<file path="src/rtl/picorv32_mem_arbiter_if.sv">
// picorv32-style native memory port bundle.
// master modport: the side that issues requests (valid/instr/addr/wdata/wstrb)
//                 and receives completions (ready/rdata).
// slave modport:  the side that accepts requests and returns completions.
interface picorv32_mem_arbiter_if;
    logic        valid;
    logic        instr;
    logic [31:0] addr;
    logic [31:0] wdata;
    logic [3:0]  wstrb;
    logic        ready;
    logic [31:0] rdata;

    modport master (output valid, instr, addr, wdata, wstrb, input  ready, rdata);
    modport slave  (input  valid, instr, addr, wdata, wstrb, output ready, rdata);
endinterface

</file>
<file path="src/rtl/picorv32_mem_arbiter.sv">
// Two-master round-robin arbiter in front of one picorv32 native memory port.
// One transaction is forwarded at a time. A wait-state watchdog force-completes
// requests the memory never acknowledges.
//
// Ports:
//   i_clk      clock, rising edge
//   i_rst      asynchronous active-high reset
//   s_m0/s_m1  requesting masters (slave modport: we accept their requests)
//   m_mem      shared memory port (master modport: we issue requests)
//   o_owner    index of the granted master, only meaningful while mem valid is high
//   o_timeout  one-cycle pulse on a forced completion
//
// state   | meaning
// --------+-----------------------------------------------------------
// ST_IDLE | no request forwarded; pick the next master
// ST_BUSY | granted master's request is on the memory port
module picorv32_mem_arbiter #(
    parameter int TIMEOUT = 15
) (
    input  logic                          i_clk,
    input  logic                          i_rst,
    picorv32_mem_arbiter_if.slave         s_m0,
    picorv32_mem_arbiter_if.slave         s_m1,
    picorv32_mem_arbiter_if.master        m_mem,
    output logic                          o_owner,
    output logic                          o_timeout
);
    localparam logic [0:0] ST_IDLE = 1'b0;
    localparam logic [0:0] ST_BUSY = 1'b1;

    localparam bit         WD_EN     = (TIMEOUT != 0);
    // Last BUSY cycle before the watchdog fires (wcnt starts at 0 in the first BUSY cycle).
    localparam logic [7:0] WCNT_LAST = 8'(TIMEOUT - 1);

    logic [0:0] r_st;
    logic       r_grant;
    logic       r_last;
    logic [7:0] r_wcnt;

    logic w_busy;
    logic w_sel_valid;
    logic w_done;
    logic w_fire;
    logic w_abort;

    assign w_busy      = (r_st == ST_BUSY);
    assign w_sel_valid = r_grant ? s_m1.valid : s_m0.valid;
    // A master dropping valid mid-transaction aborts silently, even if memory answers.
    assign w_abort     = w_busy && !w_sel_valid;
    assign w_done      = w_busy && w_sel_valid && m_mem.ready;
    // mem_ready in the same cycle wins over the watchdog.
    assign w_fire      = w_busy && w_sel_valid && !m_mem.ready && WD_EN && (r_wcnt == WCNT_LAST);

    always_ff @(posedge i_clk or posedge i_rst) begin
        if (i_rst) begin
            r_st    <= ST_IDLE;
            r_grant <= 1'b0;
            r_last  <= 1'b1;    // m0 wins the first tie
            r_wcnt  <= 8'd0;
        end else begin
            case (r_st)
                ST_IDLE: begin
                    if (s_m0.valid || s_m1.valid) begin
                        r_st   <= ST_BUSY;
                        r_wcnt <= 8'd0;
                        if (s_m0.valid && s_m1.valid)
                            r_grant <= ~r_last;
                        else
                            r_grant <= s_m1.valid;
                    end
                end
                ST_BUSY: begin
                    if (w_abort) begin
                        r_st <= ST_IDLE;
                    end else if (w_done || w_fire) begin
                        r_st   <= ST_IDLE;
                        r_last <= r_grant;
                    end else begin
                        r_wcnt <= r_wcnt + 8'd1;
                    end
                end
                default: r_st <= ST_IDLE;
            endcase
        end
    end

    // Request path: granted master's fields go straight to memory while BUSY,
    // everything is held at zero otherwise.
    always_comb begin
        m_mem.valid = w_busy;
        m_mem.instr = 1'b0;
        m_mem.addr  = 32'h0;
        m_mem.wdata = 32'h0;
        m_mem.wstrb = 4'h0;
        if (w_busy) begin
            if (r_grant) begin
                m_mem.instr = s_m1.instr;
                m_mem.addr  = s_m1.addr;
                m_mem.wdata = s_m1.wdata;
                m_mem.wstrb = s_m1.wstrb;
            end else begin
                m_mem.instr = s_m0.instr;
                m_mem.addr  = s_m0.addr;
                m_mem.wdata = s_m0.wdata;
                m_mem.wstrb = s_m0.wstrb;
            end
        end
    end

    // Response path: only the granted master ever sees ready/rdata; a forced
    // completion returns zero data.
    always_comb begin
        s_m0.ready = 1'b0;
        s_m0.rdata = 32'h0;
        s_m1.ready = 1'b0;
        s_m1.rdata = 32'h0;
        if (r_grant) begin
            s_m1.ready = w_done || w_fire;
            s_m1.rdata = w_done ? m_mem.rdata : 32'h0;
        end else begin
            s_m0.ready = w_done || w_fire;
            s_m0.rdata = w_done ? m_mem.rdata : 32'h0;
        end
    end

    assign o_owner   = w_busy && r_grant;
    assign o_timeout = w_fire;
endmodule

</file>
<file path="src/flat_wrapper.sv">
// flat-port wrapper written by rule: the top's interface ports become plain ports
module picorv32_mem_arbiter_flat 
#(
    parameter int TIMEOUT = 15
)
  (i_clk, i_rst, o_owner, o_timeout, s_m0_valid, s_m0_instr, s_m0_addr, s_m0_wdata, s_m0_wstrb, s_m0_ready, s_m0_rdata, s_m1_valid, s_m1_instr, s_m1_addr, s_m1_wdata, s_m1_wstrb, s_m1_ready, s_m1_rdata, m_mem_valid, m_mem_instr, m_mem_addr, m_mem_wdata, m_mem_wstrb, m_mem_ready, m_mem_rdata);
  picorv32_mem_arbiter_if s_m0_i ();
  picorv32_mem_arbiter_if s_m1_i ();
  picorv32_mem_arbiter_if m_mem_i ();
  input  logic i_clk;
  input  logic i_rst;
  output logic o_owner;
  output logic o_timeout;
  input wire logic [$bits(s_m0_i.valid)-1:0] s_m0_valid;
  input wire logic [$bits(s_m0_i.instr)-1:0] s_m0_instr;
  input wire logic [$bits(s_m0_i.addr)-1:0] s_m0_addr;
  input wire logic [$bits(s_m0_i.wdata)-1:0] s_m0_wdata;
  input wire logic [$bits(s_m0_i.wstrb)-1:0] s_m0_wstrb;
  output wire logic [$bits(s_m0_i.ready)-1:0] s_m0_ready;
  output wire logic [$bits(s_m0_i.rdata)-1:0] s_m0_rdata;
  input wire logic [$bits(s_m1_i.valid)-1:0] s_m1_valid;
  input wire logic [$bits(s_m1_i.instr)-1:0] s_m1_instr;
  input wire logic [$bits(s_m1_i.addr)-1:0] s_m1_addr;
  input wire logic [$bits(s_m1_i.wdata)-1:0] s_m1_wdata;
  input wire logic [$bits(s_m1_i.wstrb)-1:0] s_m1_wstrb;
  output wire logic [$bits(s_m1_i.ready)-1:0] s_m1_ready;
  output wire logic [$bits(s_m1_i.rdata)-1:0] s_m1_rdata;
  output wire logic [$bits(m_mem_i.valid)-1:0] m_mem_valid;
  output wire logic [$bits(m_mem_i.instr)-1:0] m_mem_instr;
  output wire logic [$bits(m_mem_i.addr)-1:0] m_mem_addr;
  output wire logic [$bits(m_mem_i.wdata)-1:0] m_mem_wdata;
  output wire logic [$bits(m_mem_i.wstrb)-1:0] m_mem_wstrb;
  input wire logic [$bits(m_mem_i.ready)-1:0] m_mem_ready;
  input wire logic [$bits(m_mem_i.rdata)-1:0] m_mem_rdata;
  assign s_m0_i.valid = s_m0_valid;
  assign s_m0_i.instr = s_m0_instr;
  assign s_m0_i.addr = s_m0_addr;
  assign s_m0_i.wdata = s_m0_wdata;
  assign s_m0_i.wstrb = s_m0_wstrb;
  assign s_m0_ready = s_m0_i.ready;
  assign s_m0_rdata = s_m0_i.rdata;
  assign s_m1_i.valid = s_m1_valid;
  assign s_m1_i.instr = s_m1_instr;
  assign s_m1_i.addr = s_m1_addr;
  assign s_m1_i.wdata = s_m1_wdata;
  assign s_m1_i.wstrb = s_m1_wstrb;
  assign s_m1_ready = s_m1_i.ready;
  assign s_m1_rdata = s_m1_i.rdata;
  assign m_mem_valid = m_mem_i.valid;
  assign m_mem_instr = m_mem_i.instr;
  assign m_mem_addr = m_mem_i.addr;
  assign m_mem_wdata = m_mem_i.wdata;
  assign m_mem_wstrb = m_mem_i.wstrb;
  assign m_mem_i.ready = m_mem_ready;
  assign m_mem_i.rdata = m_mem_rdata;
  picorv32_mem_arbiter #(.TIMEOUT(TIMEOUT)) u_core (.i_clk(i_clk), .i_rst(i_rst), .s_m0(s_m0_i), .s_m1(s_m1_i), .m_mem(m_mem_i), .o_owner(o_owner), .o_timeout(o_timeout));
endmodule
</file>
<file path="config.mk">
export PLATFORM = sky130hd
export DESIGN_NAME = picorv32_mem_arbiter_flat
export DESIGN_NICKNAME = d
export VERILOG_FILES = /design/src/rtl/picorv32_mem_arbiter_if.sv /design/src/rtl/picorv32_mem_arbiter.sv /design/src/flat_wrapper.sv
export SDC_FILE = /design/constraint.sdc
export NUM_CORES = 1
export LEC_CHECK = 0
export CAP_MARGIN = 20
export CELL_PAD_IN_SITES_DETAIL_PLACEMENT = 0
export CELL_PAD_IN_SITES_GLOBAL_PLACEMENT = 1
export CORE_MARGIN = 2
export CORE_UTILIZATION = 14
export CTS_CLUSTER_SIZE = 14
export DETAILED_ROUTE_END_ITERATION = 10
export PLACE_DENSITY = 0.87
export SLEW_MARGIN = 20
export SYNTH_ARGS = -nofsm -noshare
export SYNTH_HDL_FRONTEND = slang
export SYNTH_SLANG_ARGS = --single-unit
</file>
<file path="constraint.sdc">
create_clock -name i_clk -period 2.46 [get_ports i_clk]
set_clock_uncertainty 0.2 [all_clocks]
set_input_delay 0.246 -clock i_clk [delete_from_list [all_inputs] [get_ports i_clk]]
set_output_delay 0.246 -clock i_clk [all_outputs]
set_load 0.01 [all_outputs]
</file>
# Yosys cells after proc, flatten, opt, wreduce, memory -nomap -nowiden
# Index checks and enable logic that the tools add are counted.
# Widths: inputs -> output; s select.
[classes]
n_addsub = 1
eq_ne = 4
muxes = 23
bitwise_logic = 3
reduce_logical = 14
[op_table]
columns = ["cell", "n"]
rows = [
  ["$mux 32", 7],
  ["$mux 8", 3],
  ["$pmux 8 s2", 1],
  ["$mux 1", 9],
  ["$add 8x1->8 const B", 1],
  ["$eq 8x4->1 const B", 1],
  ["$mux 4", 2],
  ["$logic_and 1x1->1", 7],
  ["$reduce_and 3->1", 2],
  ["$ne 2x2->1 const B", 2],
  ["$not 1->1", 3],
  ["$logic_not 1->1", 2],
  ["$logic_or 1x1->1", 2],
  ["$ne 2x1->1 const B", 1],
  ["$pmux 1 s2", 1],
  ["$reduce_and 2->1", 1],
]
[totals]
regBits = 11
inputBits = 175
output_inout_bits = 138
elab_cells = 49

# Logic depth before layout (Yosys ltp)
# Gate-level depths: netlist (run 1).
[depth]
word_depth = 8
mapped_depth = 6
ltp_nobuf = 6

# Worst setup path before layout (run 1)
# No wires, ideal clock.
[synth_timing]
path_kind = "reg2out"
startpoint = "register u_core.r_wcnt[0]"
endpoint = "output port s_m1_ready"
arrival_ns = 1.472
required_ns = 2.014
setup_slack_ns = 0.542
stages_incl_launch_ff = 6
path_buffers = 0
path_cell_list = "dfrtp_1 > inv_1 > ha_1 > nand4b_1 > o41a_1 > nor3b_1"
[synth_via]
elab_chain_cells = 4
[synth_rtl]
columns = ["item", "line", "text"]
rows = [
  ["start, declared", "picorv32_mem_arbiter.sv:38", "logic [7:0] r_wcnt;"],
  ["start signal, assigned", "picorv32_mem_arbiter.sv:79", "r_wcnt <= r_wcnt + 8'd1;"],
  ["$eq 8x4->1", "picorv32_mem_arbiter.sv:52", "assign w_fire = w_busy && w_sel_valid && !m_mem.ready && WD_EN && (r_wcnt == WCNT_LAST);"],
  ["$logic_and 1x1->1", "picorv32_mem_arbiter.sv:52", ""],
  ["$logic_or 1x1->1", "picorv32_mem_arbiter.sv:118", "s_m1.ready = w_done || w_fire;"],
  ["$mux 1", "picorv32_mem_arbiter.sv:117", "if (r_grant) begin"],
  ["end, declared", "flat_wrapper.sv:26", "output wire logic [$bits(s_m1_i.ready)-1:0] s_m1_ready;"],
]
# Every way passes these cells.

# Final worst setup path (run 1)
[layout_timing]
startpoint = "register u_core.r_grant"
endpoint = "output port s_m1_rdata[7]"
[layout_via]
elab_chain_cells = 5
[layout_rtl]
columns = ["item", "line", "text"]
rows = [
  ["start, declared", "picorv32_mem_arbiter.sv:36", "logic r_grant;"],
  ["start signal, assigned", "picorv32_mem_arbiter.sv:67", "r_grant <= ~r_last;"],
  ["start signal, assigned", "picorv32_mem_arbiter.sv:69", "r_grant <= s_m1.valid;"],
  ["$mux 1", "picorv32_mem_arbiter.sv:47", "assign w_sel_valid = r_grant ? s_m1.valid : s_m0.valid;"],
  ["$logic_and 1x1->1 (2 in a row)", "picorv32_mem_arbiter.sv:50", "assign w_done = w_busy && w_sel_valid && m_mem.ready;"],
  ["$mux 32", "picorv32_mem_arbiter.sv:119", "s_m1.rdata = w_done ? m_mem.rdata : 32'h0;"],
  ["$mux 32 (*)", "picorv32_mem_arbiter.sv:117", ""],
  ["end, declared", "flat_wrapper.sv:27", "output wire logic [$bits(s_m1_i.rdata)-1:0] s_m1_rdata;"],
]
# Every way passes the cells marked *; elsewhere a longest branch is shown, timed or not.

==> results of run 1 <==
==> sequential cells by signal, summed over array words and instances (netlist names) <==
signal,count
u_core.r_last,1
u_core.m_mem.valid,1
u_core.r_wcnt,8
u_core.r_grant,1
==> per-layer routing <==
metal | routed length [um] | up-vias | share of wire (%)
met5 | 0 | - | 0
met4 | 131 | 0 | 1.0
met3 | 1070 | 11 | 8.3
met2 | 6520 | 216 | 51
met1 | 5160 | 1502 | 40
li1 | - | 1621 | -
==> power by group <==
part,internal (uW),leakage [uW],switching [uW],total (uW)
registers,234,0.000143,45.3,280
clock network,217,0.0000382,79.2,297
logic,1710,0.00287,1350,3060
total,2160,0.00305,1470,3630
==> path summary, 6_finish.rpt <==
kind | end | cells after the start | slack (ns) | start
setup / recovery | s_m1_rdata[7] | 6 | -0.02 | u_core.r_grant
hold / removal | u_core.r_wcnt[6] | 2 | 0.11 | i_rst
setup reg to reg | u_core.r_wcnt[0] | 8 | 0.28 | u_core.r_wcnt[0]
hold reg to reg | u_core.r_last | 2 | 0.30 | u_core.r_last
max in group asynchronous | u_core.r_grant | 2 | 1.61 | i_rst
min in group i_clk | u_core.r_last | 2 | 0.30 | u_core.r_last
==> metrics by stage <==
step / hold slack (ns) / setup TNS, ns / cells
after floorplan: -0.102 / 0 / 292
after global placement: 0.280 / -5.47 / 786
after detailed placement: 0.288 / -6.01 / 786
after CTS: 0.135 / -1.38 / 794
after global routing: 0.175 / -1.20 / 797
final: 0.111 / -0.0650 / 797
==> cells in the final DEF, fill, tap and decap left out, types with 4 or more instances in the layout <==
master           synthesis  layout
nand2_1                  7       7
dlymetal6s2s_1           0      24
clkbuf_16                0       4
dlygate4sd2_1            0      63
dfrtp_1                 10       9
inv_1                    5       5
mux2i_1                 71      71
and2_1                  66      66
buf_4                    0      14
nor2_1                  70      70
clkdlybuf4s50_1          0     220
==> final cells by class <==
class / instances / share of cell area [%]
inverters: 6 / 0.393
clock buffers: 4 / 1.37
repair buffers: 333 / 58.6
well taps: 188 / 4.10
multi-input cells: 254 / 30.6
flip-flops and latches: 11 / 4.89
diodes: 1 / 0.0436
==> Yosys cell counts, drive strengths merged (2+ instances only) <==
| master | number | area [sq um] |
|---|---|---|
| dfrtp | 10 | 250 |
| nand3 | 3 | 15.0 |
| nand2b | 2 | 12.5 |
| a221o | 3 | 30.0 |
| o21ai | 3 | 15.0 |
| mux2i | 71 | 711 |
| nand2 | 7 | 26.3 |
| inv | 6 | 22.5 |
| mux2 | 2 | 22.5 |
| nor4 | 2 | 18.8 |
| and2 | 66 | 413 |
| and3 | 2 | 12.5 |
| clkbuf | 11 | 41.3 |
| ha | 2 | 25.0 |
| nor3 | 4 | 30.0 |
| buf | 10 | 50.1 |
| nor2 | 70 | 263 |
| a21o | 2 | 15.0 |
==> critical path, stage by stage, from the launching register on <==
cell           delay, ns
dfrtp_4             0.50
mux2_2              0.30
and2_1              0.17
and3_1              0.20
buf_12              0.16
and2_1              0.17
dlygate4sd2_1       0.28
==> timing repair <==
item	4_1_cts	5_1_grt
cloned	1	1
gates resized for setup	77	32
buffers inserted	3	1
setup endpoints to repair	108	71
pin swaps	1	1
==> kinds of logic after synthesis <==
family	count (synthesis)	share of synthesized area (%)
simple gates	164	40.1
mux	73	34.5
buf+inv	27	5.35
compound gates	14	5.53
flops	11	13.0
fa+ha+maj	2	1.18
xor+xnor	1	0.412
==> impl_metrics.tcl, run 1 <==
set metrics [dict create \
    outcome "complete, but fails checks" \
    violations "negative setup slack" \
    initial_core_util_pct 14.1 \
    worstMarginPinSlew_ns 0.483 \
    wl_per_cell_um 16.2 \
    drt_wl_total_um 12900 \
    ys.warnings.count 0 \
    power.density_nw_per_um2 634 \
    fp.dieH_um 127 \
    startpoint_type "register" \
    drtIter0Drc 80 \
    root_buffer "clkbuf_16" \
    worstSkewPairLatency_ns 0.24 \
    rsz0062_at_grt "true" \
    syn_area_sq_um 2130 \
    seq_area_sq_um 280 \
    dp_slack_ns -0.152 \
    fin_area_sq_um 5730 \
    hold_buffers 0 \
    path_clk_slew_ns 0.04 \
    ys_types 37 \
    dp_hpwl_um 10600 \
    synth_seq_cells 11 \
    drive_gt1_share_pct 6.58 \
    io_buffers 312 \
    max-vdd-ir-drop_uv 462 \
    endpoint_kind "primary output" \
    fin_ws_ns -0.0178 \
    syn_avg_cell_area_sq_um 7.28 \
    drv_slew 0 \
    track_usage_pct 14.1 \
    h-tree-depth 1 \
    n_fill_cell 1540 \
    vias 3350 \
    multi_input_area_sq_um 1750 \
    crit_required_ns 2.01 \
    final-setup-viol-count 7 \
    use_met3_pct 3.22 \
    synth_ff_type "dfrtp_1" \
    place_area_sq_um 5570 \
    rows 45 \
    top_usage_layer "met2" \
    use_met1_pct 16.6 \
    synth_fp_nets 469 \
    drtPass1Iterations 4 \
    cts_made_buffers 3 \
    core_sq_um 15000 \
    cts_tree "built" \
    fp.dieW_um 127 \
    min_period_over_period_pct 101 \
    grt.overflow.total 0 \
    io_pins 313 \
    p_leak_uw 0.00305 \
    grt_pass1_wl_um 18000 \
    nets 786 \
    die_area_sq_um 16200 \
    cp.arrival_ns 2.03 \
    period_minus_slack_ns 2.48 \
    max_freq_mhz 404 \
    grt_pass1_vias 3284 \
    cap_viol_max_count 0 \
    clkSinkCount 11 \
    critical_path_class "reg2out" \
    synth_edf_count 0 \
    finalHoldViolCount 0 \
    grt_max_degree 55 \
    clockBufferDepth 2 \
    synth-seq-area-share_pct 13.0 \
    min_path_type "in2async" \
    grt_util_met2_pct 26.0 \
    post-route-util_pct 38.1 \
    area_growth_pct 170 \
    gp_congestion 0.766 \
    critPathMaxFanout 32 \
    relSlewSlack_pct 67.6 \
    antenna_found_initial 1 \
    ys_async_sr_fraction_pct 100 \
    power_uw 3630 \
    avgViaCountPerCell 4.20 \
    route.detailed.drc 0 \
    antenna_left 0 \
    synthCells 292 \
]
Note: power is estimated with default switching activity, not from simulation.
==> run 2, diff against run 1 <==
--- a/config.mk
+++ b/config.mk
@@ -8,11 +8,12 @@
 export CAP_MARGIN = 20
 export CELL_PAD_IN_SITES_DETAIL_PLACEMENT = 0
 export CELL_PAD_IN_SITES_GLOBAL_PLACEMENT = 1
-export CORE_MARGIN = 2
-export CORE_UTILIZATION = 14
+export CORE_AREA = 2 2 120 122
 export CTS_CLUSTER_SIZE = 14
 export DETAILED_ROUTE_END_ITERATION = 10
-export PLACE_DENSITY = 0.87
+export DIE_AREA = 0 0 122 124
+export DONT_BUFFER_PORTS = 1
+export PLACE_DENSITY = 0.45
 export SLEW_MARGIN = 20
 export SYNTH_ARGS = -nofsm -noshare
 export SYNTH_HDL_FRONTEND = slang
==> run 2 against run 1 <==
Compared with the run above:
- the flow now finishes without violations
- fmax grew 5.5%
- register-to-register slack better by 0.09 ns
- total power down 39%
- routed wire length decreased by 29%
- flip-flop and latch count unchanged
- non-clock buffer count down 323
- count of clock-buffer cells in the layout did not move
- sequential power is essentially flat
- sequential share of layout area up 6.7 points
- clock power about the same
- critical path type unchanged
- critical endpoint is now s_m0_ready
- largest cell class is now multi-input gates
- largest power group unchanged
==> impl_metrics.tcl, run 2 (same netlist as run 1, synthesis figures left out) <==
set metrics [dict create \
    fp.dieW_um 122 \
    critical_path_class "reg2out" \
    r2r_start "u_core.r_wcnt[0]" \
    io_buffers 0 \
    reg2reg_depth 6 \
    min_to "u_core.r_grant" \
    io_pins 313 \
    crit_slowest_cell "o41a_1" \
    mostFrequentLayoutCells "mux2i_1, nor2_1, and2_1, dfrtp_1" \
    fin_ws_ns 0.111 \
    cp.depth 6 \
    drtIter0Drc 61 \
    rsz0062_at_grt "false" \
    cts_made_buffers 3 \
    route.detailed.drc 0 \
    clkSinkCount 11 \
    grt_pass1_wl_um 11200 \
    cts_tree "built" \
    core_sq_um 13700 \
    drv_slew 0 \
    area_growth_pct 14.2 \
    antenna_left 0 \
    wl_per_cell_um 19.6 \
    hold_ws_ns 0.0149 \
    min_path_type "in2reg" \
    dp_slack_ns 0.163 \
    grt_pass1_vias 1860 \
    worstHoldStart "s_m0_valid" \
    crit_required_ns 2.01 \
    final_common_cell "mux2i_1" \
    worstSkewPairLatency_ns 0.24 \
    max_stage_delay_ns 0.43 \
    startpoint_type "register" \
    finalHoldViolCount 0 \
    antenna_cells 0 \
    path_cells "inv_1 > ha_1 > nand4b_1 > o41a_1 > nor3_1 > buf_4" \
    nets 463 \
    largest_reg_flops 8 \
    grt.overflow.total 0 \
    crit_family "compound AO/OA/AOI/OAI gates" \
    cp.arrival_ns 1.90 \
    fp.dieH_um 124 \
    endpoint_kind "primary output" \
    critPathBufInv 2 \
    period_minus_slack_ns 2.35 \
    top_layer "met4" \
    p_leak_uw 0.00113 \
    root_buffer "clkbuf_16" \
    power.density_nw_per_um2 917 \
    relSlewSlack_pct 59.0 \
    gp_congestion 0.794 \
    worstMarginPinSlew_ns 0.615 \
    final-setup-viol-count 0 \
    power_uw 2230 \
    post-route-util_pct 17.7 \
    max-vdd-ir-drop_uv 315 \
    min_period_over_period_pct 95.5 \
    h-tree-depth 1 \
    drtPass1Iterations 4 \
    vias 2149 \
    drive_gt1_share_pct 7.72 \
    met1_length_um 3310 \
    path_clk_slew_ns 0.04 \
    track_usage_pct 10.1 \
    rows 43 \
    drt_wl_total_um 9100 \
    max_freq_mhz 426 \
    grt_max_degree 50 \
    dp_hpwl_um 7940 \
    initial_core_util_pct 15.5 \
    regMostFlops "u_core.r_wcnt" \
    fin_setup_tns_ns 0 \
    avgViaCountPerCell 4.62 \
    die_area_sq_um 15100 \
    outcome "finished clean" \
    regToRegEndpoint "u_core.r_wcnt[7]" \
    cap_viol_max_count 0 \
    route.met3.wl_um 743 \
    r2r_setup_slack_ns 0.37 \
    clockBufferDepth 2 \
    holdPathStages 2 \
    wl_met2_um 4980 \
    critPathMaxFanout 5 \
    antenna_found_initial 0 \
]
[run 2: cell count changes in the layout (fill, tap and decap cells not counted), moves of 2 or more]
cell and delta:
buf_12 -3, buf_16 -2, buf_2 -2, buf_4 -7, clkbuf_2 -2, clkdlybuf4s50_1 -220
dlygate4sd2_1 -63, dlygate4sd3_1 +2, dlymetal6s2s_1 -24
[run 2: worst max path at each step]
| stage | to | slack (ns) | start |
|---|---|---|---|
| 2_1_floorplan | s_m1_ready | 0.54 | u_core.r_wcnt[0] |
| 3_3_place_gp | s_m1_rdata[29] | 0.26 | u_core.r_grant |
| 3_5_place_dp | s_m1_rdata[27] | 0.16 | u_core.r_grant |
| 4_1_cts | s_m1_ready | 0.11 | u_core.r_wcnt[0] |
| 5_1_grt | s_m1_ready | 0.005 | u_core.r_wcnt[0] |
| 6_report | s_m0_ready | 0.11 | u_core.r_wcnt[0] |
[run 2: what timing repair did]
| action | 4_1_cts | 5_1_grt |
|---|---|---|
| resized for setup | 1 | 1 |
| setup endpoints to repair | 32 | 1 |
| buffers inserted | 0 | 0 |
| hold buffers | 2 | 0 |
| hold endpoints to repair | 11 | 0 |
[run 2: worst register-to-register path, stage by stage (launching register included)]
cell and delay [ns]:
dfrtp_1 0.42, inv_1 0.07, ha_1 0.15, nand4b_1 0.13, nor4_2 0.45, nor3_2 0.20
a221o_1 0.36
[run 2: stage by stage]
step	cells	area, sq um
final	465	2430
after global routing	465	2430
after CTS	465	2420
after detailed placement	459	2320
after global placement	459	2320
after floorplan	292	2130
[run 2: cell type report]
type	instances	area, sq um
Tap cell	180	225
Multi-Input combinational cell	254	1740
Inverter	6	22.5
Clock buffer	4	78.8
Timing Repair Buffer	10	83.8
Fill cell	1568	11300
Sequential cell	11	280
[run 2: power by group]
| group | internal [uW] | leakage, uW | switching (uW) |
|---|---|---|---|
| combinational | 584 | 0.000953 | 1070 |
| sequential | 234 | 0.000143 | 42.6 |
| clock | 218 | 0.0000382 | 79.8 |
| total | 1040 | 0.00113 | 1190 |
[run 2: metal layers]
metal | global-route usage [%] | up-vias
li1 | - | 968
met1 | 11.6 | 984
met2 | 19.9 | 193
met3 | 1.24 | 4
met4 | 1.80 | 0
met5 | 0 | -
==> run 3, diff against run 2 <==
--- a/config.mk
+++ b/config.mk
@@ -8,12 +8,13 @@
 export CAP_MARGIN = 20
 export CELL_PAD_IN_SITES_DETAIL_PLACEMENT = 0
 export CELL_PAD_IN_SITES_GLOBAL_PLACEMENT = 1
-export CORE_AREA = 2 2 120 122
+export CORE_AREA = 2 2 122 124
+export CTS_BUF_LIST = sky130_fd_sc_hd__clkbuf_2 sky130_fd_sc_hd__clkbuf_4 sky130_fd_sc_hd__clkbuf_8
 export CTS_CLUSTER_SIZE = 14
 export DETAILED_ROUTE_END_ITERATION = 10
-export DIE_AREA = 0 0 122 124
+export DIE_AREA = 0 0 124 126
 export DONT_BUFFER_PORTS = 1
-export PLACE_DENSITY = 0.45
+export PLACE_DENSITY = 0.44
 export SLEW_MARGIN = 20
 export SYNTH_ARGS = -nofsm -noshare
 export SYNTH_HDL_FRONTEND = slang
==> run 3 against run 2 <==
Compared with the run above:
- core utilization decreased by 0.82 points
- clock power decreased by 35%
- worst setup slack improved by 0.082 ns
- first-iteration DRC count grew 74%
- sequential share of layout area rose by 0.060 points
- sequential power hardly changed
- combinational power is essentially flat
- flip-flop and latch count is the same
==> impl_metrics.tcl, run 3 (same netlist as run 1, synthesis figures left out) <==
set metrics [dict create \
    crit_slowest_cell "dfrtp_4" \
    drive_gt1_share_pct 7.42 \
    dp_hpwl_um 7170 \
    drt_wl_total_um 8410 \
    drtIter0Drc 106 \
    rsz0062_at_grt "false" \
    mostFrequentLayoutCells "mux2i_1, nor2_1, and2_1, dfrtp_1, nand2_1" \
    gp_congestion 0.800 \
    wl_per_cell_um 18.0 \
    critPathBufInv 1 \
    route.met3.wl_um 731 \
    outcome "finished clean" \
    core_sq_um 14300 \
    h-tree-depth 1 \
    crit_required_ns 2.01 \
    track_usage_pct 9.24 \
    fp.dieW_um 124 \
    fin_area_sq_um 2420 \
    cts_made_buffers 3 \
    antenna_left 0 \
    grt_pass1_wl_um 10900 \
    fp.dieH_um 126 \
    grt_pass1_vias 1938 \
    final-setup-viol-count 0 \
    grt_max_degree 76 \
    n_fill_cell 1627 \
    io_buffers 0 \
    crit_family "simple AND/OR/NAND/NOR gates" \
    clkSinkCount 11 \
    antenna_cells 0 \
    initial_core_util_pct 14.9 \
    nets 461 \
    grt.overflow.total 0 \
    max_freq_mhz 441 \
    cap_viol_max_count 0 \
    top_layer "met4" \
    rows 44 \
    clockBufferDepth 2 \
    max_stage_delay_ns 0.48 \
    drtPass1Iterations 4 \
    min_period_over_period_pct 92.2 \
    drv_slew 0 \
    min_path_type "in2reg" \
    area_growth_pct 13.6 \
    startpoint_type "register" \
    place_area_sq_um 2320 \
    post_cts_buffers 0 \
    path_clk_slew_ns 0.05 \
    endpoint_kind "primary output" \
    avgViaCountPerCell 4.55 \
    worstSkewPairLatency_ns 0.23 \
    relSlewSlack_pct 63.7 \
    path_cells "mux2_2 > nand2_1 > nor3_2 > buf_6 > and2_1" \
    period_minus_slack_ns 2.27 \
    post-route-util_pct 16.9 \
    io_pins 313 \
    fin_setup_tns_ns 0 \
    worstMarginPinSlew_ns 0.541 \
    max-vdd-ir-drop_uv 544 \
    die_area_sq_um 15600 \
    largest_reg_flops 8 \
    power.density_nw_per_um2 872 \
    finalHoldViolCount 0 \
    vias 2126 \
    cts_tree "built" \
    hold_ws_ns 0.0431 \
    final_common_cell "mux2i_1" \
    antenna_found_initial 1 \
    p_leak_uw 0.00112 \
    cp.arrival_ns 1.82 \
    met1_length_um 2870 \
    critPathMaxFanout 32 \
    wl_met2_um 4630 \
    route.detailed.drc 0 \
    regMostFlops "u_core.r_wcnt" \
    critical_path_class "reg2out" \
    root_buffer "clkbuf_8" \
]
## run 3: worst paths after layout
path	from	end	slack, ns	cells past startpoint
min	m_mem_ready	u_core.r_wcnt[1]	0.04	2
max in group asynchronous	i_rst	u_core.r_grant	1.42	2
max reg2reg	u_core.m_mem.valid	u_core.r_grant	0.27	6
min in group asynchronous	i_rst	u_core.r_grant	0.27	2
max	u_core.r_grant	s_m0_rdata[21]	0.19	5
min reg2reg	u_core.r_last	u_core.r_last	0.29	2
## run 3: area by class of cell
type                            instances  area, sq um  share of cell area [%]
Timing Repair Buffer                    8         87.6                    3.63
Tap cell                              184          230                    9.53
Sequential cell                        11          280                    11.6
Multi-Input combinational cell        254         1750                    72.3
Inverter                                6         22.5                   0.932
Clock buffer                            4         48.8                    2.02
## run 3: power breakdown
| part | switching [uW] | leakage (uW) | internal [uW] | total [uW] |
|---|---|---|---|---|
| Clock | 67.2 | 0.0000262 | 125 | 192 |
| Combinational | 1040 | 0.000949 | 598 | 1640 |
| Sequential | 43.2 | 0.000143 | 234 | 277 |
| Total | 1150 | 0.00112 | 956 | 2110 |
## run 3: metal layers
layer	GRT usage (%)	vias to the layer above
met5	0	-
met4	2.84	0
met3	1.36	10
met2	19.0	200
met1	9.14	951
li1	-	965
## run 3: repair_timing
action                                  4_1_cts  5_1_grt
endpoints found under the setup margin       32       51
endpoints found under the hold margin        11        0
hold buffers                                  3        0
pin swaps                                     0        0
gates resized for setup                       1        4
## run 3: per-stage QoR
step | worst slack [ns] | instances | total power, uW
floorplan | 0.542 | 292 | 1680
global placement | 0.168 | 460 | 1900
detailed placement | 0.0814 | 460 | 1920
CTS | 0.0332 | 467 | 2140
global route | 0.00844 | 467 | 2300
finish | 0.193 | 467 | 2110
==> edit: new RTL, settings of run 2 <==
`TIMEOUT` is set to 15 in 2 places; all go to 7.
--- a/src/rtl/picorv32_mem_arbiter.sv
+++ b/src/rtl/picorv32_mem_arbiter.sv
@@ -16,5 +16,5 @@
 // ST_BUSY | granted master's request is on the memory port
 module picorv32_mem_arbiter #(
-    parameter int TIMEOUT = 15
+    parameter int TIMEOUT = 7
 ) (
     input  logic                          i_clk,
--- a/src/flat_wrapper.sv
+++ b/src/flat_wrapper.sv
@@ -2,5 +2,5 @@
 module picorv32_mem_arbiter_flat 
 #(
-    parameter int TIMEOUT = 15
+    parameter int TIMEOUT = 7
 )
   (i_clk, i_rst, o_owner, o_timeout, s_m0_valid, s_m0_instr, s_m0_addr, s_m0_wdata, s_m0_wstrb, s_m0_ready, s_m0_rdata, s_m1_valid, s_m1_instr, s_m1_addr, s_m1_wdata, s_m1_wstrb, s_m1_ready, s_m1_rdata, m_mem_valid, m_mem_instr, m_mem_addr, m_mem_wdata, m_mem_wstrb, m_mem_ready, m_mem_rdata);
Function: changed (a bounded check fails within 10 cycles, from zero or initial values and one cycle with i_rst high).
==> edit against run 2 <==
Sequential cell count is the same. Design area rose by 1.0%. Worst hold slack improved by 0.052 ns. Total power rose by 1.2%. Worst setup slack better by 0.060 ns. Count of clock-buffer cells in the layout unchanged. Sequential share of layout area is 0.12 points lower. Area after synthesis up 0.71%. Routed wire length grew 5.9%. Critical path type unchanged.
==> edit: results (changes against run 2) <==
[logic_synthesis]
syn_nets=473  ; was 469
ys_seq_area_share_pct=12.9  ; was 13.0%
netlist_top_cells_count=mux2i_1, nor2_1, and2_1  ; unchanged
ys_types=39  ; was 37
synth.area.top_cells=mux2i_1, and2_1, nor2_1  ; unchanged

[worst_setup_path]
reg2reg_slack_ns=0.43  ; was 0.37 ns
cp_max_fo=32  ; was 5
cp.arrival_ns=1.84  ; was 1.90 ns

[global_route]
grt_pass1_wl_um=12400  ; was 11200 um
grtUsageTotal_pct=11.1  ; was 10.1%
grt_max_degree=44  ; was 50
grt_pass1_vias=1956  ; was 1860

[routing]
wl_per_cell_um=20.5  ; was 19.6 um
drt-vias-per-instance=4.60  ; was 4.62
first_iter_violations=48  ; was 61

[placement]
io_buffers=0  ; unchanged
detailed_place_hpwl_um=8360  ; was 7940 um
dpl_cell_area_mm2=0.00234  ; was 0.00232 mm^2
gp_congestion=0.833  ; was 0.794

[power]
ir_worst_vdd_uv=212  ; was 315 uV
p_leak_uw=0.00115  ; was 0.00113 uW

[clocking]
cts_hold_buf=3  ; was 2
cts-resized-gates=0  ; was 1
clock_path_buffers=2  ; unchanged

[timing]
slew_headroom_pct=54.3  ; was 59.0%

[cells_and_area]
drive_above_1_share_pct=8.59  ; was 7.72%
nets=469  ; was 463
n_antenna_cell=0  ; unchanged

[outcome]
outcome=complete, no violations  ; unchanged

[edit: layer usage]
layer | vias to the layer above | wire length (um) | GRT usage [%]
met5 | - | 0 | 0
met4 | 0 | 183 | 3.45
met3 | 11 | 831 | 2.01
met2 | 201 | 5290 | 21.6
met1 | 972 | 3330 | 12.1
li1 | 984 | - | -
[edit: kinds of logic after synthesis]
family / Yosys count / synth area share (%)
buffers and inverters: 27 / 5.61
adders and majority gates: 2 / 1.17
AOI/OAI and AO/OA: 17 / 6.02
DFF: 11 / 12.9
and+or+nand+nor: 166 / 40.2
xor gates and xnor gates: 1 / 0.409
muxes: 72 / 33.7
[edit: power by group]
part / switching, uW / internal (uW) / total [uW]
Sequential: 53.6 / 234 / 288
Clock: 85.6 / 218 / 304
Combinational: 1070 / 594 / 1660
Total: 1210 / 1050 / 2250
[edit: area by class of cell]
class / instances / area (um^2)
clock buffer: 4 / 78.8
fill: 1560 / 11300
inverter: 5 / 18.8
multi-input combinational: 258 / 1750
sequential: 11 / 280
tap: 180 / 225
timing repair buffer: 13 / 105
[edit: through the flow]
step | hold WS [ns] | setup slack, ns | power [uW] | std cells
floorplan | -0.102 | 0.607 | 1700 | 296
global placement | -0.0142 | 0.446 | 1960 | 464
detailed placement | -0.0266 | 0.407 | 1960 | 464
CTS | 0.0586 | 0.149 | 2290 | 471
global route | 0.0772 | 0.0346 | 2440 | 471
finish | 0.0670 | 0.170 | 2250 | 471
[edit: worst paths after layout]
kind                                                    from                      endpoint  cells past startpoint
worst min-delay path                             m_mem_ready  u_core.r_wcnt[0]$_DFFE_PP0P_                      3
worst max register to register  u_core.r_wcnt[0]$_DFFE_PP0P_  u_core.r_wcnt[0]$_DFFE_PP0P_                      7
max in group asynchronous                              i_rst    u_core.r_grant$_DFFE_PP0P_                      2
worst max-delay path              u_core.r_grant$_DFFE_PP0P_                s_m1_rdata[22]                      4
min in group asynchronous                              i_rst  u_core.r_wcnt[5]$_DFFE_PP0P_                      2
worst min register to register     u_core.r_last$_DFFE_PP1P_     u_core.r_last$_DFFE_PP1P_                      2
[edit: critical path: stages (launching register included)]
cell     delay (ns)
dfrtp_4        0.40
buf_4          0.42
and3_1         0.25
buf_4          0.26
and2_1         0.25
